## src/rtl/period_meter.sv

```systemverilog
// period_meter: measures high time, low time and full period of a slow signal in clk cycles, with lock and stale flags
module period_meter #(
   parameter int CNT_W      = 28,
   parameter int TIMEOUT    = 50_000_000,
   parameter int LOCK_COUNT = 4,
   parameter int TOL        = 2
) (
   input  logic             clk,
   input  logic             rst,
   input  logic             sig_in,
   output logic [CNT_W-1:0] half_period,
   output logic             half_level,
   output logic             half_valid,
   output logic [CNT_W:0]   period,
   output logic             period_valid,
   output logic             locked,
   output logic             stale
);
   localparam int LW = $clog2(LOCK_COUNT + 1);
   typedef enum logic [1:0] {IDLE, FIRST, MEASURE, STALE} state_t;
   state_t state, state_n;
   logic sync1, sync2, prev, edge_det;
   logic [2:0] warm;
   logic [CNT_W-1:0] cnt;
   logic ev_edge, ev_lvl, ev_to;
   logic [CNT_W-1:0] ev_len, ref_hi, ref_lo, ref_hi_n, ref_lo_n, ref_sel, diff;
   logic has_hi, has_lo, has_hi_n, has_lo_n, has_sel, in_tol, active;
   logic [LW-1:0] tol_cnt, tol_n;
   logic [CNT_W-1:0] half_period_n;
   logic [CNT_W:0] period_n;
   logic half_level_n, half_valid_n, period_valid_n, locked_n, stale_n;

   // warm masks the spurious edge seen while the synchroniser fills after reset
   assign edge_det = warm[2] & (sync2 ^ prev);
   assign active   = (state == FIRST) || (state == MEASURE);
   assign ref_sel  = ev_lvl ? ref_hi : ref_lo;
   assign has_sel  = ev_lvl ? has_hi : has_lo;
   assign diff     = (ev_len >= ref_sel) ? ev_len - ref_sel : ref_sel - ev_len;
   assign in_tol   = diff <= CNT_W'(TOL);

   // synchroniser, edge detection, interval counter and one-stage event register
   always_ff @(posedge clk) begin
      if (rst) begin
         sync1   <= 1'b0;
         sync2   <= 1'b0;
         prev    <= 1'b0;
         warm    <= '0;
         cnt     <= '0;
         ev_edge <= 1'b0;
         ev_lvl  <= 1'b0;
         ev_len  <= '0;
         ev_to   <= 1'b0;
      end else begin
         sync1   <= sig_in;
         sync2   <= sync1;
         prev    <= sync2;
         warm    <= {warm[1:0], 1'b1};
         cnt     <= edge_det ? '0 : (cnt < CNT_W'(TIMEOUT)) ? cnt + 1'b1 : cnt;
         ev_edge <= edge_det;
         ev_lvl  <= prev;
         ev_len  <= cnt + 1'b1;
         ev_to   <= !edge_det && (cnt == CNT_W'(TIMEOUT - 1));
      end
   end

   // state register
   always_ff @(posedge clk) begin
      if (rst) state <= IDLE;
      else state <= state_n;
   end

   // reported values and tolerance history
   always_ff @(posedge clk) begin
      if (rst) begin
         half_period  <= '0;
         half_level   <= 1'b0;
         half_valid   <= 1'b0;
         period       <= '0;
         period_valid <= 1'b0;
         locked       <= 1'b0;
         stale        <= 1'b0;
         tol_cnt      <= '0;
         ref_hi       <= '0;
         ref_lo       <= '0;
         has_hi       <= 1'b0;
         has_lo       <= 1'b0;
      end else begin
         half_period  <= half_period_n;
         half_level   <= half_level_n;
         half_valid   <= half_valid_n;
         period       <= period_n;
         period_valid <= period_valid_n;
         locked       <= locked_n;
         stale        <= stale_n;
         tol_cnt      <= tol_n;
         ref_hi       <= ref_hi_n;
         ref_lo       <= ref_lo_n;
         has_hi       <= has_hi_n;
         has_lo       <= has_lo_n;
      end
   end

   // next state, half/period reporting and lock tracking; an edge wins over a coincident timeout
   always_comb begin
      state_n        = state;
      half_period_n  = half_period;
      half_level_n   = half_level;
      half_valid_n   = 1'b0;
      period_n       = period;
      period_valid_n = 1'b0;
      locked_n       = locked;
      stale_n        = stale;
      tol_n          = tol_cnt;
      ref_hi_n       = ref_hi;
      ref_lo_n       = ref_lo;
      has_hi_n       = has_hi;
      has_lo_n       = has_lo;
      if (ev_edge && !active) begin
         state_n  = FIRST;
         stale_n  = 1'b0;
         locked_n = 1'b0;
         tol_n    = '0;
         has_hi_n = 1'b0;
         has_lo_n = 1'b0;
      end else if (ev_edge) begin
         state_n       = MEASURE;
         half_valid_n  = 1'b1;
         half_period_n = ev_len;
         half_level_n  = ev_lvl;
         if (state == MEASURE) begin
            period_valid_n = 1'b1;
            period_n       = {1'b0, ev_len} + {1'b0, half_period};
         end
         if (ev_lvl) begin
            ref_hi_n = ev_len;
            has_hi_n = 1'b1;
         end else begin
            ref_lo_n = ev_len;
            has_lo_n = 1'b1;
         end
         if (has_sel) begin
            tol_n    = !in_tol ? '0 : (tol_cnt == LW'(LOCK_COUNT)) ? tol_cnt : tol_cnt + 1'b1;
            locked_n = tol_n == LW'(LOCK_COUNT);
         end
      end else if (ev_to && active) begin
         state_n  = STALE;
         stale_n  = 1'b1;
         locked_n = 1'b0;
         tol_n    = '0;
         has_hi_n = 1'b0;
         has_lo_n = 1'b0;
      end
   end
endmodule

```

## config.mk

```make
export PLATFORM = sky130hd
export DESIGN_NAME = period_meter
export DESIGN_NICKNAME = d
export VERILOG_FILES = /design/src/rtl/period_meter.sv
export SDC_FILE = /design/constraint.sdc
export NUM_CORES = 1
export LEC_CHECK = 0
export ABC_CLOCK_PERIOD_IN_PS = 6000
export CAP_MARGIN = 25
export CORE_MARGIN = 4
export CORE_UTILIZATION = 60
export CTS_CLUSTER_SIZE = 10
export DETAILED_ROUTE_END_ITERATION = 7
export HOLD_SLACK_MARGIN = 0.08
export PLACE_DENSITY = 0.91
export SLEW_MARGIN = 10
export SYNTH_ARGS = -nofsm -noshare
export SYNTH_HDL_FRONTEND = slang
export SYNTH_SLANG_ARGS = --single-unit
```

## constraint.sdc

```tcl
create_clock -name clk -period 6 [get_ports clk]
set_clock_uncertainty 0.2 [all_clocks]
set_input_delay 1.2 -clock clk [delete_from_list [all_inputs] [get_ports clk]]
set_output_delay 1.2 -clock clk [all_outputs]
set_load 0.01 [all_outputs]
```

==> After elaboration in Yosys (flattened, before gate mapping) <==
Cells that the tools add are included.
Widths: inputs -> output; s select.
{ "classes": {"shift": 0, "order_cmp": 3, "reduce_logical": 19, "div": 0, "muxes": 21, "bitwise": 5, "n_addsub": 5, "n_eq_ne": 8, "mul": 0} }
{ "op_table": {"columns": ["cell", "n"], "rows": [
  ["$mux 28", 2],
  ["$sub 28x28->28", 2],
  ["$add 28x28->29", 1],
  ["$add 28x1->28 const B", 1],
  ["$eq 28x26->1 const B", 1],
  ["$ge 28x28->1", 1],
  ["$le 28x2->1 const B", 1],
  ["$lt 28x26->1 const B", 1],
  ["$mux 3", 5],
  ["$mux 1", 12],
  ["$reduce_and 2->1", 5],
  ["$reduce_and 3->1", 3],
  ["$eq 3x3->1 const B", 2],
  ["$mux 2", 2],
  ["$ne 2x1->1 const B", 2],
  ["$reduce_or 2->1", 2],
  ["$add 3x1->3 const B", 1],
  ["$logic_and 1x1->1", 3],
  ["$not 1->1", 3],
  ["$reduce_bool 3->1", 1],
  ["$reduce_or 3->1", 1],
  ["$eq 2x1->1 const B", 1],
  ["$eq 2x2->1 const B", 1],
  ["$logic_not 1->1", 2],
  ["5 further kinds", 5]
]} }
{ "word_totals": {"output_inout_bits": 62, "inputBits": 3, "mem_bits_rw": 0, "rom_bits": 0, "wordCells": 85, "memories": 0, "reg_bits": 190, "latchBits": 0} }

==> Depth between registers and ports, before layout <==
Gate-level depths: netlist of run 1.
{ "logic_depth": {"ltp_word": 8, "mapped_depth": 19, "depth_no_buf": 15} }

==> Worst setup path after synthesis of run 1 <==
No wires, ideal clock.
{ "synth_timing": {"kind": "reg-to-reg", "from": "register ev_lvl", "to": "register tol_cnt[0]", "path_stages_with_launch": 20, "path_slack_ns": 1.242, "required_time_ns": 5.684, "arrival_time_ns": 4.441, "n_path_buf": 5, "path_cell_list": "dfxtp_1 -> clkbuf_1 -> buf_1 -> buf_1 -> mux2i_1 -> inv_1 -> ha_1 -> clkbuf_1 -> clkbuf_1 -> nand4_1 -> nor4_1 -> nor2_1 -> nand2_1 -> o41ai_1 -> o311ai_0 -> nor4_2 -> a221oi_1 -> a21oi_1 -> o2111a_1 -> a41o_1"} }
{ "synth_between": {"elab_chain_len": 7, "word_cells_on_any_way": 12, "classes_between": "2 x add/sub; 2 x order compare; 1 x eq/ne; 6 x mux; 1 x reduce/logical"} }
{ "synth_lines": {"columns": ["item", "line_no", "source"], "rows": [
  ["from (decl)", "25", "logic ev_edge, ev_lvl, ev_to;"],
  ["from (signal assigned)", "60", "ev_lvl <= prev;"],
  ["$mux 28", "36", "assign ref_sel = ev_lvl ? ref_hi : ref_lo;"],
  ["$sub 28x28->28 or $ge 28x28->1 (tied branches)", "38", "assign diff = (ev_len >= ref_sel) ? ev_len - ref_sel : ref_sel - ev_len;"],
  ["$mux 28", "38", null],
  ["$le 28x2->1", "39", "assign in_tol = diff <= CNT_W'(TOL);"],
  ["$mux 3", "142", "tol_n = !in_tol ? '0 : (tol_cnt == LW'(LOCK_COUNT)) ? tol_cnt : tol_cnt + 1'b1;"],
  ["$mux 3", "141", "if (has_sel) begin"],
  ["$mux 3", "125", "end else if (ev_edge) begin"],
  ["to (signal assigned)", "95", "tol_cnt <= tol_n;"],
  ["to (decl)", "28", "logic [LW-1:0] tol_cnt, tol_n;"]
]} }
Several ways; a longest one is shown, not always the timed one. The select of a mux whose other input is x is not followed.
A chain may end at the register's enable or synchronous reset.

==> Final worst setup path of run 1 <==
{ "layout_timing": {"from": "register ev_lvl", "to": "register tol_cnt[2]"} }
The elaborated chain is that of the path after synthesis.

==> metrics.txt, run 1 <==
Slew Viols, Final 0; min Tclk post-route 4895 ps; gp weighted congestion 1.030; hold path depth 1; Rel. slew slack 30.02%; Hold Violations, Final 0; Seq/Total Area, Yosys 31.99%; syn_area_per_cell 7.626 µm²; largest family of logic cells by synthesized area compound AO/OA/AOI/OAI gates; Crit path largest cell delay 690 ps; Post-synth EDFFs 0; Total GRT Usage 29.95%; RSZ-0062 raised after global routing false; initial antenna violation count 0; Leakage Power 5.356 nW; Worst Setup Start Kind flop; ys flop type dfxtp_1; nets 1,662; Overflow after GRT 0; leading cell type in the layout, fill and taps excluded nand2_1; vias in the first global route 11,030; Clock transition at path regs 80 ps; core area 19,460 µm²; Simple-Gate Fraction of Synth Area 21.90%; Syn Inst Count 1,559; Layout area overhead 11.02%; total power 0.002610 W; Worst-Skew Late Latency 440 ps; CTS Sinks 190; status complete, no violations; # hold bufs at CTS 0; Compound-Gate Fraction of Synth Area 22.36%; TNS Setup 0 ps; Net Sw Frac 24.72%; critical-path cell list buf_4 -> mux2i_1 -> inv_1 -> ha_1 -> a21oi_1 -> nor2_1 -> a211oi_1 -> a21boi_0 -> a221oi_1 -> o22a_2 -> a2111o_1 -> and3_1 -> a211oi_2 -> a41oi_1 -> nor3_1; NetSw 0.0006451 W; Hold Path Class flop to flop; worst setup path start ev_lvl$_SDFF_PP0_; R2R Setup Slk 1100 ps; CP required 6170 ps; drt drc 0; die span in x 148.8 µm; Power Density 197.7 nW/µm²; Hold EP sync2$_SDFF_PP0_; clock network fraction of total power 43.6%; first-pass GRT wire length 54,810 µm; f_max 204.3 MHz; Rows 51; full die area 22,130 µm²; layout cells sized above 1 4.172%; most frequent cells in the layout nand2_1 (290), a21oi_1 (210), dfxtp_1 (189), nor2_1 (102), ha_1 (87); CP Class flop to flop; post-DP HPWL 24,150 µm; Synth Area in Adders 9.661%; Period Utilization, post-route 81.59%; Final Core Density 67.82%; 1st-iter DRT viols 1,198; max-cap violation count 0; Logic pwr share 7.6%; Vias 11,580; Syn Std Cell Area 11,890 µm²; # Post-CTS Setup Buffers 0; DR pass1 iterations 6; final WL 33,510 µm; IO Count 65; IO Port Bufs 64; root buf cell clkbuf_16; CP max FO 18; xor/xnor cell area share of the yosys netlist 5.820%; largest net degree at the start of global routing 102; Netlist cell types 78; Antenna Nets Post-Route 0; mux contribution to synthesized area 2.799%; worst path buffer plus inverter count 2; FF-to-FF Start ev_lvl$_SDFF_PP0_; share of flip-flops with an asynchronous set or reset 0%; internal power 0.001964 W; endpoints failing setup 0; Die Span Y 148.8 µm; sequential power share 48.8%; R2R cell count 15; Ant. Diodes 0; CTS resizes 0; Peak supply drop 0.0002286 V; fillers 1,545; htree depth 4; Worst EP arrival 5070 ps; clock buffer depth 2; DR vias/cell 6.269; CTS tree yes; cell family with most CP delay compound AO/OA/AOI/OAI gates; critical path capture point type flop; worst hold start sync1$_SDFF_PP0_; CTS Buf Count 17; Ys Warns 0; wire per inst 18.14 µm; initial core utilization 61.09%; post-synthesis register bit count 190; CP max-delay cell dfxtp_2; R2R Path End tol_cnt[2]$_SDFFE_PP0P_; Worst Tran Pin Value 1050 ps; Synth Net Count 1,652
-- final cells by class --
class / instances / area, µm² / area share [%]
clock buffers: 17 / 425.4 / 3.223
clock inverters: 15 / 161.4 / 1.223
inverters: 81 / 304.0 / 2.304
multi-input cells: 1205 / 7438 / 56.36
flip-flops and latches: 190 / 3805 / 28.83
well taps: 265 / 331.6 / 2.512
repair buffers: 74 / 733.2 / 5.555
-- sequential cells by signal, indices dropped and copies added (netlist names) --
| name | flops |
|---|---|
| cnt | 28 |
| ev_edge | 1 |
| ev_len | 28 |
| ev_lvl | 1 |
| ev_to | 1 |
| half_level | 1 |
| half_period | 28 |
| half_valid | 1 |
| has_hi | 1 |
| has_lo | 1 |
| locked | 1 |
| period | 29 |
| period_valid | 1 |
| prev | 1 |
| ref_hi | 28 |
| ref_lo | 28 |
| stale | 1 |
| state | 2 |
| sync1 | 1 |
| sync2 | 1 |
| tol_cnt | 3 |
| warm | 3 |
-- kinds of logic (layout without fill, tap and decap cells) --
| family | after synthesis | after routing |
|---|---|---|
| muxes | 33 | 33 |
| AOI/OAI and AO/OA | 428 | 428 |
| adders and majority gates | 90 | 90 |
| buffers and inverters | 164 | 187 |
| and+or+nand+nor | 575 | 575 |
| xor gates and xnor gates | 79 | 79 |
| DFF | 190 | 190 |
-- worst max path at each step --
stage | endpoint | cells after the start
4_1_cts | tol_cnt[2]$_SDFFE_PP0P_ | 14
6_report | tol_cnt[2]$_SDFFE_PP0P_ | 15
5_1_grt | tol_cnt[2]$_SDFFE_PP0P_ | 14
3_5_place_dp | tol_cnt[2]$_SDFFE_PP0P_ | 14
2_1_floorplan | tol_cnt[0]$_SDFFE_PP0P_ | 19
3_3_place_gp | tol_cnt[2]$_SDFFE_PP0P_ | 14
-- Yosys cell counts (5+ instances only) --
library cell,count,share of area (%)
xnor2_1,38,2.8
nand3_1,29,1.2
o21ai_1,6,0.25
or3_1,19,1.0
nand2_1,290,9.2
xor2_1,41,3.0
nor2_1,102,3.2
nor4_1,10,0.53
and4_1,6,0.44
o21a_1,7,0.44
nor2b_1,17,0.89
dfxtp_1,190,32
a21o_1,32,2.0
a2111o_1,5,0.47
mux2i_1,31,2.6
a211o_1,7,0.52
and3_1,18,0.95
a21oi_1,210,8.8
inv_1,80,2.5
nand2b_1,10,0.53
a31oi_1,8,0.42
a41oi_1,5,0.37
ha_1,87,9.2
and2_1,9,0.47
o21bai_1,15,0.95
nor3_1,23,0.97
a211oi_1,13,0.82
nand4_1,21,1.1
o31ai_1,9,0.57
buf_4,6,0.38
o21ai_0,56,2.4
clkbuf_1,66,2.1
buf_1,7,0.22
a221oi_1,8,0.59
-- metal layers --
| metal | vias to the layer above | GRT usage (%) | part of all wire (%) |
|---|---|---|---|
| li1 | 5448 | - | - |
| met1 | 5474 | 37.89 | 41 |
| met2 | 525 | 49.62 | 47 |
| met3 | 132 | 5.287 | 7.1 |
| met4 | 0 | 14.51 | 5.0 |
| met5 | - | 0 | 0 |
-- power groups by stage --
stage	Clock [W]	Sequential [W]	Combinational, W
2_1_floorplan	0	0.00130	0.000151
3_3_place_gp	0	0.00130	0.000190
3_5_place_dp	0	0.00130	0.000193
4_1_cts	0.00113	0.00127	0.000194
5_1_grt	0.00119	0.00128	0.000214
6_report	0.00114	0.00127	0.000199
-- per-stage QoR --
stage | area (µm²) | setup slack [ps] | hold slack [ps] | instances
after floorplan | 11890 | 1242 | 213.8 | 1559
after CTS | 13170 | 1126 | 249.7 | 1846
after global routing | 13200 | 766.0 | 264.7 | 1847
after detailed placement | 12580 | 1135 | 234.9 | 1814
final | 13200 | 1105 | 249.8 | 1847
after global placement | 12580 | 1312 | 221.8 | 1814
(Power assumes the default switching activity.)
==> inputs of run 2 (changes only) <==
--- a/config.mk
+++ b/config.mk
@@ -5,7 +5,7 @@
 export SDC_FILE = /design/constraint.sdc
 export NUM_CORES = 1
 export LEC_CHECK = 0
-export ABC_CLOCK_PERIOD_IN_PS = 6000
+export ABC_CLOCK_PERIOD_IN_PS = 5000
 export CAP_MARGIN = 25
 export CORE_MARGIN = 4
 export CORE_UTILIZATION = 60
==> constraint.sdc (replaced) <==
create_clock -name clk -period 5 [get_ports clk]
set_clock_uncertainty 0.2 [all_clocks]
set_input_delay 1 -clock clk [delete_from_list [all_inputs] [get_ports clk]]
set_output_delay 1 -clock clk [all_outputs]
set_load 0.01 [all_outputs]
==> metrics.txt, run 2 (synthesis gave the netlist of run 1 again) <==
status complete, no violations; Leakage Power 5.532 nW; hold path depth 1; core area 19,460 µm²; drt drc 0; Worst Setup Start Kind flop; layout cells sized above 1 6.021%; R2R cell count 15; CTS Buf Count 17; Vias 11,630; nets 1,691; # hold bufs at CTS 0; min Tclk post-route 4639 ps; root buf cell clkbuf_16; DR pass1 iterations 5; Layout area overhead 13.22%; Overflow after GRT 0; most frequent cells in the layout nand2_1 (290), a21oi_1 (210), dfxtp_1 (189), nor2_1 (102), ha_1 (86); max reg flops 29; # Post-CTS Setup Buffers 0; endpoints failing setup 0; CP required 5170 ps; Rel. slew slack 30.15%; CTS tree yes; Power Density 237.4 nW/µm²; gp weighted congestion 1.050; IO Port Bufs 64; Worst-Skew Late Latency 440 ps; leading cell type in the layout, fill and taps excluded nand2_1; Hold Path Class flop to flop; Worst EP arrival 4810 ps; full die area 22,130 µm²; post-DP HPWL 25,260 µm; TNS Setup 0 ps; final WL 34,650 µm; Slew Viols, Final 0; CP max FO 17; die span in x 148.8 µm; Rows 51; Total GRT Usage 30.89%; FF-to-FF Start ev_lvl$_SDFF_PP0_; worst setup path start ev_lvl$_SDFF_PP0_; CP Class flop to flop; Die Span Y 148.8 µm; initial core utilization 61.09%; initial antenna violation count 0; Worst Tran Pin Value 1048 ps; f_max 215.6 MHz; critical path capture point type flop; Peak supply drop 0.0002705 V; first-pass GRT wire length 56,000 µm; Period Utilization, post-route 92.77%; clock buffer depth 2; htree depth 4; max-cap violation count 0; pre-CTS WS 211.8 ps; Antenna Nets Post-Route 0; Hold Violations, Final 0; RSZ-0062 raised after global routing false; Clock transition at path regs 80 ps; worst hold start warm[0]$_DFF_P_; PnR worst setup slack 361.4 ps; Ant. Diodes 0; vias in the first global route 11,110; CTS Sinks 190; 1st-iter DRT viols 1,104; register name with the most flops period; IO Count 65; DR vias/cell 6.200; largest net degree at the start of global routing 104; wire per inst 18.47 µm
-- run 2: cell types whose count changed in the layout (fill, tap and decap cells not counted), sizes merged --
| cell | delta |
|---|---|
| buf | +28 |
| clkinvlp | -6 |
| inv | +5 |
| clkbuf | +1 |
| clkinv | +1 |
-- run 2: worst paths after layout --
path	slack [ps]	end
max	360	tol_cnt[2]$_SDFFE_PP0P_
min	240	warm[1]$_SDFF_PP0_
max reg2reg	360	tol_cnt[2]$_SDFFE_PP0P_
min reg2reg	240	warm[1]$_SDFF_PP0_
-- run 2: routing by layer --
metal | GRT usage (%) | vias up | share of wire (%) | wire length, µm
li1 | - | 5513 | - | -
met1 | 39.46 | 5524 | 42 | 14540
met2 | 50.17 | 471 | 47 | 16170
met3 | 6.199 | 123 | 6.5 | 2260
met4 | 15.01 | 0 | 4.8 | 1679
met5 | 0 | - | 0 | 0
-- run 2: power breakdown --
part,switching (W),total [W],internal (W)
clock,0.000660,0.00143,0.000767
combinational,0.000143,0.000240,0.0000973
sequential,0.0000107,0.00153,0.00152
-- run 2: repair_timing --
action                     in CTS  in global routing
hold endpoints to repair        0                  0
gates resized for setup         0                  3
setup endpoints to repair       0                  4
-- run 2: final cells by class --
cell class                      instances  area, µm²
Clock buffer                           17      425.4
Clock inverter                         15      193.9
Fill cell                            1444       6002
Inverter                               81      304.0
Multi-Input combinational cell       1205       7446
Sequential cell                       190       3807
Tap cell                              265      331.6
Timing Repair Buffer                  103      952.2
-- run 2: worst max-delay path, cell delays in order, from the launching register on --
cell       delay [ps]
dfxtp_4           530
mux2i_1           290
inv_1              70
ha_1              400
a21oi_1           220
a2111oi_0         150
buf_4             160
o31ai_1           450
a31oi_1           220
or2_1             290
a221o_1           340
a2111o_1          450
and4b_1           220
nor3_1            250
a41oi_1           150
nor3_1            170
-- run 2: metrics by stage --
| stage | hold WS, ps | cell area (µm²) | cells | utilization (%) | total power (W) |
|---|---|---|---|---|---|
| final | 244.1 | 13460 | 1876 | 69.16 | 0.003196 |
| after global routing | 269.6 | 13460 | 1876 | 69.16 | 0.003283 |
| after global placement | 219.9 | 12790 | 1841 | 65.70 | 0.001799 |
| after floorplan | 213.8 | 11890 | 1559 | - | 0.001741 |
| after CTS | 246.7 | 13430 | 1874 | 69.03 | 0.003194 |
| after detailed placement | 236.8 | 12810 | 1842 | 65.84 | 0.001799 |
